<file path="src/rtl/tx_logic_2.sv">
// tx_logic_2: transmit-side flit distributor.
// Drains a show-ahead output FIFO and pushes each flit to one of five port
// channels with a level req/ack handshake. The destination port comes from
// the low three bits of the flit. Port values 5..7 are counted as drops and
// never raise a request. Flits are always delivered in FIFO order.
module tx_logic_2 #(
    parameter int SIZE   = 8,
    parameter int DROP_W = 8
) (
    input  logic                clk,
    input  logic                reset,
    input  logic                fifo_empty,
    input  logic [SIZE-1:0]     fifo_data_out,
    output logic                fifo_read,
    output logic [4:0]          push_req,
    input  logic [4:0]          push_ack,
    output logic [SIZE*5-1:0]   push_data,
    output logic                busy,
    output logic [DROP_W-1:0]   drop_count
);

    localparam int NUM_PORTS = 5;

    typedef enum logic {
        IDLE,
        SEND
    } state_t;

    state_t              state_q, state_d;
    logic [SIZE-1:0]     flit_q, flit_d;
    logic [2:0]          sel_q, sel_d;
    logic [4:0]          req_q, req_d;
    logic                busy_q, busy_d;
    logic [DROP_W-1:0]   drop_q, drop_d;

    logic                ackSel;
    logic [2:0]          popSel;
    logic                popValid;
    logic [4:0]          popReq;
    logic [DROP_W-1:0]   dropInc;

    // Pick out the acknowledge of the port we are currently driving; acks on
    // any other port must not complete the transfer.
    always_comb begin
        ackSel = 1'b0;
        for (int p = 0; p < NUM_PORTS; p++) begin
            if (sel_q == 3'(p)) begin
                ackSel = push_ack[p];
            end
        end
    end

    // Decode the head flit's port field into a one-hot request, empty when
    // the field names a port that does not exist.
    always_comb begin
        popSel   = fifo_data_out[2:0];
        popValid = (popSel < 3'(NUM_PORTS));
        popReq   = '0;
        for (int p = 0; p < NUM_PORTS; p++) begin
            popReq[p] = popValid && (popSel == 3'(p));
        end
    end

    // The drop counter sticks at all-ones instead of wrapping.
    always_comb begin
        if (drop_q == {DROP_W{1'b1}}) begin
            dropInc = drop_q;
        end else begin
            dropInc = drop_q + DROP_W'(1);
        end
    end

    // Pop the FIFO whenever nothing is held, or the held flit is being
    // accepted this edge, so back-to-back flits stream at one per cycle.
    always_comb begin
        fifo_read = !reset && !fifo_empty &&
                    ((state_q == IDLE) || ((state_q == SEND) && ackSel));
    end

    // Next-state logic: load the head flit on every pop, otherwise hold the
    // current request until its own port acknowledges it.
    always_comb begin
        state_d = state_q;
        flit_d  = flit_q;
        sel_d   = sel_q;
        req_d   = req_q;
        busy_d  = busy_q;
        drop_d  = drop_q;

        if (fifo_read) begin
            flit_d = fifo_data_out;
            sel_d  = popSel;
            if (popValid) begin
                state_d = SEND;
                req_d   = popReq;
                busy_d  = 1'b1;
            end else begin
                state_d = IDLE;
                req_d   = '0;
                busy_d  = 1'b0;
                drop_d  = dropInc;
            end
        end else if ((state_q == SEND) && ackSel) begin
            state_d = IDLE;
            req_d   = '0;
            busy_d  = 1'b0;
        end
    end

    // State and registered outputs; reset discards any held flit outright.
    always_ff @(posedge clk) begin
        if (reset) begin
            state_q <= IDLE;
            flit_q  <= '0;
            sel_q   <= '0;
            req_q   <= '0;
            busy_q  <= 1'b0;
            drop_q  <= '0;
        end else begin
            state_q <= state_d;
            flit_q  <= flit_d;
            sel_q   <= sel_d;
            req_q   <= req_d;
            busy_q  <= busy_d;
            drop_q  <= drop_d;
        end
    end

    // Each port slice carries the held flit only while that port is
    // requested, so every unselected slice reads as zero.
    always_comb begin
        push_data = '0;
        for (int p = 0; p < NUM_PORTS; p++) begin
            if (req_q[p]) begin
                push_data[SIZE*p +: SIZE] = flit_q;
            end
        end
    end

    assign push_req   = req_q;
    assign busy       = busy_q;
    assign drop_count = drop_q;

endmodule

</file>
<file path="config.mk">
export PLATFORM = sky130hd
export DESIGN_NAME = tx_logic_2
export DESIGN_NICKNAME = d
export VERILOG_FILES = /design/src/rtl/tx_logic_2.sv
export SDC_FILE = /design/constraint.sdc
export NUM_CORES = 1
export LEC_CHECK = 0
export ABC_AREA = 1
export CORE_ASPECT_RATIO = 0.5
export CORE_UTILIZATION = 37
export DETAILED_ROUTE_END_ITERATION = 10
export HOLD_SLACK_MARGIN = 0.05
export MAX_ROUTING_LAYER = met4
export PLACE_DENSITY = 0.77
export REMOVE_ABC_BUFFERS = 1
export SLEW_MARGIN = 20
export SYNTH_ARGS = -nofsm -noshare
export SYNTH_HDL_FRONTEND = slang
export SYNTH_SLANG_ARGS = --single-unit
</file>
<file path="constraint.sdc">
create_clock -name clk -period 1.39 [get_ports clk]
set_clock_uncertainty 0.05 [all_clocks]
set_input_delay 0.3475 -clock clk [delete_from_list [all_inputs] [get_ports clk]]
set_output_delay 0.3475 -clock clk [all_outputs]
set_load 0.01 [all_outputs]
</file>
# Yosys cells after proc, flatten, opt, wreduce, memory -nomap -nowiden
# Cells that the tools add are included.
# W data, S select, Z words.
# classes
eq_ne,9
reduce_logical,15
order_cmp,1
add_sub_neg,1
n_mux,16
bitwise_logic,3
# op_table
cell,count
$mux W8,5
$mux W5,3
$eq A3 B2 Y1 const B,4
$add A8 B1 Y8 const B,1
$eq A8 B8 Y1 const B,1
$logic_and A1 B1 Y1,8
$mux W1,8
$eq A3 B1 Y1 const B,2
$eq A3 B3 Y1 const B,2
$logic_not A3 Y1,2
$lt A3 B3 Y1 const B,1
$not A1 Y1,3
$reduce_and A3 Y1,1
$logic_not A1 Y1,2
$reduce_bool A2 Y1,1
$logic_or A1 B1 Y1,1
# totals
word_cells,50
ff_bits,25
input_bits,16

# Longest topological paths before layout
# depth
word_depth,10
depth_mapped,11

# Worst setup path after synthesis
# No wires, ideal clock.
# synth_timing
kind,reg2reg
from,register drop_q[0] (netlist: drop_count[0])
to,register drop_q[0] (netlist: drop_count[0])
setup_slack_ns,-0.087
required_ns,1.211
arrival_time_ns,1.298
stages_incl_launch_ff,9
path_buffers,0
period_less_slack_ns,1.477
path_cell_list,dfxtp_1 ha_1 nand2_1 nor2_1 a21oi_4 nand3_4 nand2_1 nand2_1 nor2_1
# synth_via
elab_chain_len,3
elab_cells_between_ends,4
cone_classes,add/sub: 1; eq/ne: 1; bitwise: 1; reduce/logical: 1
# synth_rtl
item,line_no,source
"start, declared",34,"logic [DROP_W-1:0] drop_q, drop_d;"
"start signal, assigned",125,drop_q <= drop_d;
"parallel branches: the longest is 3 deep, another holds $add A8 B1 Y8",--,
# Several ways; the timed one is not identified.
# A chain may end at the register's enable or synchronous reset.

==> reports/results.ini <==
[outcome]
status=finished, violations left
violations=negative setup slack

[worst_setup_path]
worstPathRequired_ps=990
cp.arrival_ps=1280
path_class=flop to output port
worst_setup_path_end_kind=output port
rrSetupSlack_ps=-150
r2r_start=flit_q[1]
cp_max_fo=5
r2r-end=drop_count[1]
reg2reg_depth=11
worstSetupStartpointType=flop

[global_route]
grt_max_degree=18
use_met1=0.295
grt.overflow.total=0
antenna_found_initial=0
track_usage=0.275
use_met3=0.0429
use_met2=0.564
top_usage_layer=met2
grt_pass1_vias=1809
grt_pass1_wl_mm=8.59

[sta]
final.min_clock_period_ps=1670
timing.slew.headroom=0.787
fmax_mhz=597
setup_ws_ps=-284
tightest_slew_ps=319
rsz0062_at_grt=true
setup_viol=49
worst_hold_slack_ps=460
post-route-period-util=1.20
hold_viol=0
finalMaxSlewViolations=0

[route]
routed_wl_mm=6.66
vias=2073
drc_errors=0
dr.pass1.iters=4
viasPerCell=5.12
drtIter0Drc=132
ant_nets=0
avgRoutedWirePerCell_um=16.4

[yosys]
syn_area_um2=1480
synth_simple_gate_area_frac=0.395
synth_warnings=0
yosysTopAreaCellShare=0.298
synth.distinct_cells=29
synth_mux_area_frac=0
syn_area_per_cell_um2=6.05
synth_compound_area_frac=0.0763
synth_top_family_by_area=simple AND/OR/NAND/NOR gates
synth_edf_count=0
synth-main-ff-cell=dfxtp_1
synthTopCellsByArea=dfxtp_1 (30%), nand2_1 (21%), inv_1 (14%)
yosysSeqAreaShare=0.298
synth_adder_area_share=0.00847
synthCells=244
synth_xor_area_frac=0.0178
ys_ff_latch=22
async_reset_ff_frac=0
synth_top_cell_by_area=dfxtp_1

[power]
power.internal_mw=1.07
power.total_mw=1.54
p_leak_nw=1.79
combPwrFrac=0.230
peakVddDrop_mv=0.409
seq_power_share=0.457
p_switching_mw=0.469
p_per_area_nw_per_um2=530
sw_frac_of_total=0.305
power_frac_clock=0.313

[cells_and_area]
final_common_cell=nand2_1
syn_to_final_growth_pct=96.4
drive_gt1_frac=0.540
nets=372
stdcell_count=405
antenna_cells=0
stdcell_area_um2=2900
layout_common_cells=nand2_1 (53), buf_6 (38), buf_4 (31)

[flow_run]
cap_violations=0

[floorplanning]
rows=15
die_w_um=91.3
die_h_um=46.7
initial_core_util=0.408
io_pins=71
fp.dieArea_um2=4260
core_area_um2=3620

[placed_design]
dpl_cell_area_um2=2460
pre_cts_slack_ps=-840
dpl.cell_count=387
place.gp.congestion=0.810
dpl.hpwl_mm=3.73
io_buffers=70

[min_path]
hold_depth=2
holdPathEnd=drop_count[7]
hp-class=flop to flop
min_from=drop_count[7]

[cts]
numCtsBuffers=3
clock_sinks=22
clk_pin_slew_ps=80
cts_buffer_depth=2
htreeDepth=1
cts_tree=built
clk_latency_ps=270
root_buffer=clkbuf_8

[cells by family after synthesis]
logic type	count (synthesis)
fa+ha+maj	1
compound gates	19
flops	22
xor+xnor	3
simple gates	128
buf+inv	71
[how the worst max path moves through the flow]
stage | startpoint | end | slack [ps] | cells past startpoint
after floorplan | flit_q[1] | fifo_read | -110 | 8
after detailed placement | push_ack[4] | fifo_read | -840 | 7
after global placement | push_ack[4] | fifo_read | -800 | 7
final | flit_q[1] | fifo_read | -280 | 9
after global routing | flit_q[1] | fifo_read | -340 | 9
after CTS | flit_q[0] | fifo_read | -230 | 7
[routing by layer]
| metal | up-vias | part of all wire |
|---|---|---|
| met1 | 981 | 0.36 |
| met5 | - | 0 |
| met2 | 103 | 0.53 |
| met3 | 31 | 0.071 |
| met4 | 0 | 0.039 |
| li1 | 958 | - |
[sequential cells by signal (all words and copies together) (netlist names)]
name	cells
busy	1
push_req	5
drop_count	8
flit_q	8
[timing repair]
action | 4_1_cts | 5_1_grt
gates resized for setup | 256 | 90
setup buffers | 6 | 4
gates cloned | 4 | 0
hold buffers | 0 | 0
pin swaps | 7 | 12
endpoints found under the setup margin | 77 | 59
[cell type report]
type	instances	area, um2
fill	227	722
clock buffer	4	55.1
tap	51	63.8
timing repair buffer	117	1140
inverter	59	225
multi-input combinational	152	928
sequential	22	484
[Yosys cell counts (3+ instances only)]
library cell / n
inv_1: 55
xor2_1: 3
o21ai_0: 3
clkbuf_1: 7
a21oi_1: 12
nor2_1: 10
dfxtp_1: 22
nand4_1: 11
nand2_2: 3
nand2_1: 83
nand3_1: 13
[critical path, cell delays in order, from the launching register on]
cell and delay (ps):
dfxtp_4 380, inv_2 40, nand2_1 70, nand3_1 80, nand2_1 90, nand2_2 60, nand2_4 70, nand2_4 60
inv_4 60, buf_6 90
[stage by stage]
| stage | util | TNS (ps) |
|---|---|---|
| floorplan | - | -538 |
| global placement | 0.678 | -14280 |
| detailed placement | 0.678 | -16850 |
| CTS | 0.726 | -2430 |
| global route | 0.801 | -6370 |
| finish | 0.801 | -3840 |
[power groups by stage]
| stage | clock (mW) | combinational (mW) | sequential, mW |
|---|---|---|---|
| floorplan | 0 | 0.103 | 0.703 |
| global placement | 0 | 0.276 | 0.695 |
| detailed placement | 0 | 0.288 | 0.697 |
| CTS | 0.483 | 0.309 | 0.688 |
| global route | 0.518 | 0.373 | 0.706 |
| finish | 0.482 | 0.353 | 0.702 |
Note: power is estimated with default switching activity, not from simulation.
